<file path="config.mk">
export PLATFORM = sky130hd
export DESIGN_NAME = ripple_count_sampler
export DESIGN_NICKNAME = d
export VERILOG_FILES = /design/src/rtl/rcs_pkg.sv /design/src/rtl/rcs_sync.sv /design/src/rtl/ripple_count_sampler.sv
export SDC_FILE = /design/constraint.sdc
export NUM_CORES = 1
export LEC_CHECK = 0
export CAP_MARGIN = 20
export CELL_PAD_IN_SITES_DETAIL_PLACEMENT = 2
export CELL_PAD_IN_SITES_GLOBAL_PLACEMENT = 2
export CORE_UTILIZATION = 37
export CTS_CLUSTER_SIZE = 14
export DETAILED_ROUTE_END_ITERATION = 8
export PLACE_DENSITY = 0.93
export SLEW_MARGIN = 15
export SYNTH_ARGS = -nofsm -noshare
export SYNTH_HDL_FRONTEND = slang
export SYNTH_SLANG_ARGS = --single-unit
</file>
<file path="constraint.sdc">
create_clock -name clk -period 4.66 [get_ports clk]
set_input_delay 0.932 -clock clk [delete_from_list [all_inputs] [get_ports clk]]
set_output_delay 0.932 -clock clk [all_outputs]
set_load 0.1 [all_outputs]
</file>
<file path="src/rtl/rcs_pkg.sv">
// rcs_pkg: shared state type, default widths and modular-difference helper for ripple_count_sampler.
package rcs_pkg;
  typedef enum logic {INIT, RUN} state_t;
  localparam int CNT_W_D       = 4;
  localparam int ACC_W_D       = 16;
  localparam int PEND_W_D      = 8;
  localparam int SYNC_STAGES_D = 2;
  // Caller truncates the result to its own count width; the low bits are the modular difference.
  function automatic logic [31:0] mod_diff(input logic [31:0] a, input logic [31:0] b);
    return a - b;
  endfunction
endpackage

</file>
<file path="src/rtl/rcs_sync.sv">
// rcs_sync: STAGES-deep multi-bit synchroniser with async active-low reset.
module rcs_sync
  import rcs_pkg::*;
#(
  parameter int W      = CNT_W_D,
  parameter int STAGES = SYNC_STAGES_D
) (
  input  logic         clk,
  input  logic         rst,
  input  logic [W-1:0] d,
  output logic [W-1:0] q
);
  logic [W-1:0] sync_q [STAGES];
  logic [W-1:0] sync_d [STAGES];
  always_comb begin
    sync_d[0] = d;
    for (int i = 1; i < STAGES; i++) sync_d[i] = sync_q[i-1];
  end
  always_ff @(posedge clk or negedge rst) begin
    if (!rst) begin
      for (int i = 0; i < STAGES; i++) sync_q[i] <= '0;
    end else begin
      sync_q <= sync_d;
    end
  end
  assign q = sync_q[STAGES-1];
endmodule

</file>
<file path="src/rtl/ripple_count_sampler.sv">
// ripple_count_sampler: filters a synchronised ripple count into step deltas, a running total and a valid/ready event stream.
// Optional RCS_MATCH_EN adds match_val/match_hit total comparison.
module ripple_count_sampler
  import rcs_pkg::*;
#(
  parameter int CNT_W       = CNT_W_D,
  parameter int ACC_W       = ACC_W_D,
  parameter int PEND_W      = PEND_W_D,
  parameter int SYNC_STAGES = SYNC_STAGES_D
) (
  input  logic              clk,
  input  logic              rst,
  input  logic [CNT_W-1:0]  count_in,
  input  logic              clear,
  output logic              evt_valid,
  input  logic              evt_ready,
  output logic [PEND_W-1:0] evt_delta,
  output logic [ACC_W-1:0]  total,
  output logic              ovf,
  output logic              locked
`ifdef RCS_MATCH_EN
  ,
  input  logic [ACC_W-1:0]  match_val,
  output logic              match_hit
`endif
);
  localparam int FILL = SYNC_STAGES + 1;
  localparam logic [PEND_W-1:0] PEND_MAX = '1;
  state_t            state_q, state_d;
  logic [CNT_W-1:0]  s, prev_q, prev_d, last_q, last_d, step;
  logic [PEND_W-1:0] pend_q, pend_d, pend_base, pend_add;
  logic [PEND_W:0]   pend_sum;
  logic [ACC_W-1:0]  total_q, total_d;
  logic              ovf_q, ovf_d, stable, warm, do_step, xfer, capture, sat;
  logic [2:0]        fill_q, fill_d;
  rcs_sync #(.W(CNT_W), .STAGES(SYNC_STAGES)) u_sync (
    .clk (clk),
    .rst (rst),
    .d   (count_in),
    .q   (s)
  );
  // Until the chain and prev hold post-reset samples, a match of s and prev means nothing.
  always_comb begin
    stable    = s == prev_q;
    warm      = fill_q == 3'(FILL);
    fill_d    = warm ? fill_q : fill_q + 3'd1;
    step      = CNT_W'(mod_diff(32'(s), 32'(last_q)));
    capture   = state_q == INIT && warm && stable;
    do_step   = state_q == RUN && stable && s != last_q;
    xfer      = evt_valid && evt_ready;
    prev_d    = s;
    state_d   = capture ? RUN : state_q;
    last_d    = (capture || do_step) ? s : last_q;
    pend_base = xfer ? '0 : pend_q;
    pend_add  = do_step ? PEND_W'(step) : '0;
    pend_sum  = {1'b0, pend_base} + {1'b0, pend_add};
    sat       = pend_sum > {1'b0, PEND_MAX};
    pend_d    = clear ? '0 : sat ? PEND_MAX : pend_sum[PEND_W-1:0];
    ovf_d     = !clear && (ovf_q || sat);
    total_d   = clear ? '0 : do_step ? total_q + ACC_W'(step) : total_q;
  end
  always_ff @(posedge clk or negedge rst) begin
    if (!rst) begin
      state_q <= INIT;
      prev_q  <= '0;
      last_q  <= '0;
      pend_q  <= '0;
      total_q <= '0;
      ovf_q   <= 1'b0;
      fill_q  <= '0;
    end else begin
      state_q <= state_d;
      prev_q  <= prev_d;
      last_q  <= last_d;
      pend_q  <= pend_d;
      total_q <= total_d;
      ovf_q   <= ovf_d;
      fill_q  <= fill_d;
    end
  end
  assign evt_valid = pend_q != '0;
  assign evt_delta = pend_q;
  assign total     = total_q;
  assign ovf       = ovf_q;
  assign locked    = state_q == RUN;
`ifdef RCS_MATCH_EN
  logic match_hit_q, match_hit_d;
  always_comb match_hit_d = !clear && do_step && total_d == match_val;
  always_ff @(posedge clk or negedge rst) begin
    if (!rst) match_hit_q <= 1'b0;
    else      match_hit_q <= match_hit_d;
  end
  assign match_hit = match_hit_q;
`endif
endmodule

</file>
# Word level (Yosys, flattened, before mapping)
# Cells that the tools add are included.
# totals
elab_cells	35
out_inout_bits	27
in_bits	8
reg_bits	45
# op_classes
eq_ne	3
add_sub_neg	4
muxes	6
n_lt_le_gt_ge	1
n_reduce_logical	11
bitwise	1
# ops
cell	count
$mux W16	2
$mux W8	3
$add A16 B4 Y16	1
$add A8 B4 Y9	1
$gt A9 B8 Y1 const B	1
$reduce_bool A8 Y1	1
$logic_and A1 B1 Y1	6
$eq A4 B4 Y1	1
$mux W4	1
$ne A4 B4 Y1	1
$sub A4 B4 Y4	1
$add A3 B1 Y3 const B	1
$eq A3 B2 Y1 const B	1
$logic_or A1 B1 Y1	2
$reduce_bool A2 Y1	1
$logic_not A1 Y1	1
$not A1 Y1	1

# Longest topological paths before layout
# logic_depth
ltp_word	8
ltp_mapped	15
depth_no_buf	14

# Hierarchy
# From an unflattened synthesis, not the netlist that was laid out.
# hier_totals
hier_cells	222
hier_area_um2	2329.7
# by_module_without_submodules
mod	n_inst	area_each_um2	seq_area_each_um2	cells_per_inst
ripple_count_sampler	1	2129.5	925.9	214
rcs_sync	1	200.2	200.2	8

# Least setup slack after synthesis
# Ideal clock, no wire load.
# synth_path
kind	register to register
start	register state_q (netlist: locked)
end	register pend_q[0] (netlist: evt_delta[0])
path_stages_with_launch	13
n_path_buf	1
period_less_slack_ns	3.345
arrival_time_ns	3.267
setup_time_ns	0.078
setup_slack_ns	1.315
path_cell_list	dfrtp_1 o21ai_2 or2_1 clkbuf_1 nor2_1 ha_1 inv_1 fa_1 inv_1 a21o_1 a21oi_1 or4_1 a21oi_1
# synth_between
elab_chain_cells	7
# synth_lines
element	line	text
from (decl)	ripple_count_sampler.sv:29	state_t state_q, state_d;
from (signal assigned)	ripple_count_sampler.sv:72	state_q <= state_d;
$logic_and A1 B1 Y1 * (2 in series)	ripple_count_sampler.sv:49	do_step = state_q == RUN && stable && s != last_q;
$mux W4 *	ripple_count_sampler.sv:55	pend_add = do_step ? PEND_W'(step) : '0;
$add A8 B4 Y9 *	ripple_count_sampler.sv:56	pend_sum = {1'b0, pend_base} + {1'b0, pend_add};
$gt A9 B8 Y1	ripple_count_sampler.sv:57	sat = pend_sum > {1'b0, PEND_MAX};
$mux W8 * (2 in series)	ripple_count_sampler.sv:58	pend_d = clear ? '0 : sat ? PEND_MAX : pend_sum[PEND_W-1:0];
net pend_d[0]	ripple_count_sampler.sv:31	logic [PEND_W-1:0] pend_q, pend_d, pend_base, pend_add;
to (signal assigned)	ripple_count_sampler.sv:75	pend_q <= pend_d;
to (decl)	ripple_count_sampler.sv:31	
# Mark *: on every way through the listed nets, which the timed path passes. The rest lies on a longest branch.
# A chain may end at the register's enable or synchronous reset.

# Worst setup path in the final report
# layout_path
start	register u_sync.sync_q, in the netlist u_sync.q[0]
end	register ovf_q (netlist: ovf)
# layout_between
elab_chain_cells	8
word_cells_on_any_way	10
cone_classes	2 x add/sub; 1 x order compare; 2 x eq/ne; 1 x mux; 4 x reduce/logical
# layout_lines
element	line	text
from (decl)	rcs_sync.sv:13	logic [W-1:0] sync_q [STAGES];
from (signal assigned)	rcs_sync.sv:23	sync_q <= sync_d;
parallel branches: the longest is 3 deep, another holds $sub A4 B4 Y4	-	
$mux W4 *	ripple_count_sampler.sv:55	
$add A8 B4 Y9 *	ripple_count_sampler.sv:56	
$gt A9 B8 Y1 *	ripple_count_sampler.sv:57	
$logic_or A1 B1 Y1 *	ripple_count_sampler.sv:59	ovf_d = !clear && (ovf_q || sat);
$logic_and A1 B1 Y1 *	ripple_count_sampler.sv:59	
net ovf_d	ripple_count_sampler.sv:34	logic ovf_q, ovf_d, stable, warm, do_step, xfer, capture, sat;
to (signal assigned)	ripple_count_sampler.sv:77	ovf_q <= ovf_d;
to (decl)	ripple_count_sampler.sv:34	
# Mark *: on every way through the listed nets, which the timed path passes.

==> results.md <==
* Wire length per cell at around 20 um
* Dpl hpwl at around 4.4 mm
* Initial cell density of the core at between 30% and 40%
* VDD IR max at 168 uV
* Crit-path max FO at 9
* Finished Cell Area at about 2800 um^2
* Post-CTS resize count at 0
* Register area share after synthesis at 48.2%
* Wl on met1 at about 2.8 mm
* Main combinational cell family by area after synthesis: compound AO/OA/AOI/OAI gates
* Final setup viols at 0
* First-pass GRT wire length at 11.0 mm
* Max stage delay on crit path at between 0.6 and 0.7 ns
* Hold Path Depth at 0
* Nets at approximately 280
* Slowest library cell on the worst path: or4_1
* Fin Hold WS at between 0.3 and 0.4 ns
* Synth Flop Type: dfrtp_1
* Clock Tree Buf Depth at 2
* Worst-path clk slew at 0.09 ns
* Max-slew violations at 0
* Vias per Instance at approximately 5.6
* Number of remaining DRC errors at 0
* Part of the cycle the worst path needs at between 70% and 80%
* Pwr dens at between 300 and 400 nW/um^2
* Post-route clock skew at between 0.005 and 0.006 ns
* Mapped Nets at ~240
* Max-cap violations at 0
* Setup_tns at 0 ns
* RSZ-0062 raised after global routing: false
* Cell Chain, Critical Path: inv_1 > ha_1 > nand3_1 > o21ai_2 > or2_1 > nor2_1 > ha_1 > inv_1 > fa_1 > inv_1 > a21o_1 > a21oi_1 > or4_1 > a21oi_1
* Met3 WL at roughly 140 um
* Fmax at 273 MHz
* Leakage at between 1 and 1.5 nW
* Final core occ at between 40% and 50%
* Die area at 6630 um^2
* 1st-pass router iterations at 4
* CP dominant cell by count: inv_1
* Arrival @ worst endpoint at a little under 4 ns
* Post-synthesis adder-cell area fraction at a little under a tenth
* Hold buffer count at cts at 0
* CTS tree: built
* Remaining global-route overflow at 0
* Share of cells above drive strength 1 at around 7.4%
* Synth Area in Compound Gates at between 10% and 20%
* Cell count along the critical path at 14
* Max_slew headroom at between 30% and 40%
* IO buf count at 34
* Fin crit period at roughly 3.7 ns
* Met2 Wirelength at approximately 3.5 mm
* Status: finished clean
* Async SR Flop Fraction at 100%
* Routability congestion estimate at a little under 0.8
* Reg2reg path depth at 14
* Top layer reached by signal wires: met4
* Syn Area/Cell at approximately 11 um^2
* Clock buffer count from CTS at 5
* Yosys warning count at 0
* Actual slew at the worst max-slew pin at around 1 ns
* Pwr Total at 1.07 mW
* Hold Crit Class: flip-flop to flip-flop
* Pin count of the biggest net entering global routing at 46
* Vias in the first global route at approximately 2100
* Clk_lat worst skew at 0.31 ns
* Die height at around 81 um
* Routed vias at ~1800
* Fillers at 629
* Row Count at 28
* Setup bufs post-CTS at 0
* CP Class: flip-flop to flip-flop
* Startpoint types: flip-flop
* Die width at ~80 um
* Worst path bufs/invs at 3
* Clk sinks at 45
* # IOs at 35
* Core area at 5990 um^2
* H-tree depth at 2
* Post-synth EDFFs at 0
* Required time worst endpoint at about 5 ns
* Global-route usage over all layers at 22.4%
* Diode count at 0
* Routed WL at approximately 6.5 mm
* Synthesized area at roughly 2300 um^2
* Final count of hold timing violations at 0
* Post-synthesis simple-gate area fraction at 14.3%
* CP delay by family, top: simple AND/OR/NAND/NOR gates
* DRT iter0 DRCs at roughly 100
* Mux share of post-synthesis cell area at 2.41%
* Antenna violations before repair at 0
* Xor/xnor share of the synthesized area at under 10%
* DP Area at 2730 um^2
* Distinct cells, synth at 40
* Root buf cell: clkbuf_8
* Synth-to-Final Area Change at 21.7%
* Yosys reg bits at 45
* Synth Instances at 220
* ANT nets after route at 0
* Worst setup EP type: flip-flop
## cells in the mapped netlist, drive strengths merged (2+ instances only)
master | n | share of area [%]
inv | 19 | 3.1
nand3 | 5 | 1.1
mux2 | 5 | 2.4
clkbuf | 6 | 0.96
a21oi | 22 | 4.7
o21a | 3 | 0.96
a21o | 5 | 1.7
ha | 13 | 7.0
a211o | 2 | 0.75
nor2b | 6 | 1.6
or4 | 9 | 3.1
a211oi | 3 | 0.96
o21ai | 6 | 1.4
o31ai | 7 | 2.3
o311a | 3 | 1.3
fa | 3 | 2.6
o21bai | 2 | 0.64
xor2 | 5 | 2.2
nor4 | 3 | 0.80
nand2 | 14 | 2.3
dfrtp | 45 | 48
nor2 | 8 | 1.3
nand2b | 3 | 0.80
xnor2 | 8 | 3.0
nor4b | 2 | 1.0
or3 | 2 | 0.54
and2 | 2 | 0.54
nand4 | 3 | 0.80
## registers in the layout, summed over array words and instances (netlist names)
register,flops
total,16
last_q,4
ovf,1
u_sync.sync_d,4
u_sync.q,4
locked,1
fill_q,3
prev_q,4
evt_delta,8
## metal layers
layer	global-route usage, %	vias up
met4	7.14	0
met2	41.3	30
met1	26.4	951
li1	-	851
met5	0	-
met3	3.44	10
## final timing paths
check | from | end | slack (ns)
min | u_sync.sync_d[1] | u_sync.q[1] | 0.36
max reg2reg | u_sync.q[0] | ovf | 0.99
min reg2reg | u_sync.sync_d[1] | u_sync.q[1] | 0.36
max | u_sync.q[0] | ovf | 0.99
min in group asynchronous | rst | u_sync.sync_d[2] | 0.48
max in group asynchronous | rst | evt_delta[6] | 3.71
## worst reg2reg max path: stages (launching register included)
cell and delay (ns):
dfrtp_1 0.40, inv_1 0.08, ha_1 0.38, nand3_1 0.14, o21ai_2 0.11, or2_1 0.38
nor2_1 0.18, ha_1 0.20, inv_1 0.06, fa_1 0.40, inv_1 0.07, a21o_1 0.11
a21oi_1 0.18, or4_1 0.66, a21oi_1 0.21
## power breakdown
group | switching, mW | total, mW | internal, mW
clock network | 0.151 | 0.258 | 0.107
logic | 0.240 | 0.369 | 0.130
registers | 0.0245 | 0.443 | 0.419
total | 0.415 | 1.07 | 0.655
## cells in the final DEF, fill, tap and decap left out, types with 2 or more instances in the layout
master           instances
nand2b_1                 3
nor2_1                   8
clkbuf_8                 5
a211o_1                  2
o21ai_0                  5
nand3_1                  5
nand2_1                 14
fa_1                     3
mux2_2                   4
xor2_1                   4
o311a_1                  3
inv_1                   19
o21a_1                   3
nand4_1                  3
or4_1                    8
dfrtp_1                 45
or3_1                    2
a211oi_1                 3
a21o_1                   4
a21oi_1                 22
ha_1                    13
nor4_1                   3
xnor2_1                  8
clkdlybuf4s50_1         33
and2_1                   2
nor2b_1                  6
o31ai_1                  7
o21bai_1                 2
## area by class of cell
cell class	instances	area, um^2	share of cell area [%]
clock buffer	5	68.8	2.42
inverter	19	71.3	2.51
clock inverter	3	21.3	0.749
sequential	45	1130	39.6
timing repair buffer	35	355	12.5
multi-input combinational	149	1100	38.9
tap	75	93.8	3.30
## metrics by stage
stage	setup WS (ns)	std cells
6_report	0.990	331
5_1_grt	0.732	331
4_1_cts	0.977	330
3_5_place_dp	1.02	322
3_3_place_gp	1.24	322
2_1_floorplan	1.32	220
## cells by family after synthesis
family                     after synthesis
adders and majority gates               16
muxes                                    5
xor gates and xnor gates                13
AOI/OAI and AO/OA                       56
and+or+nand+nor                         59
DFF                                     45
buffers and inverters                   26
No activity file was read; power rests on OpenSTA's default activity.
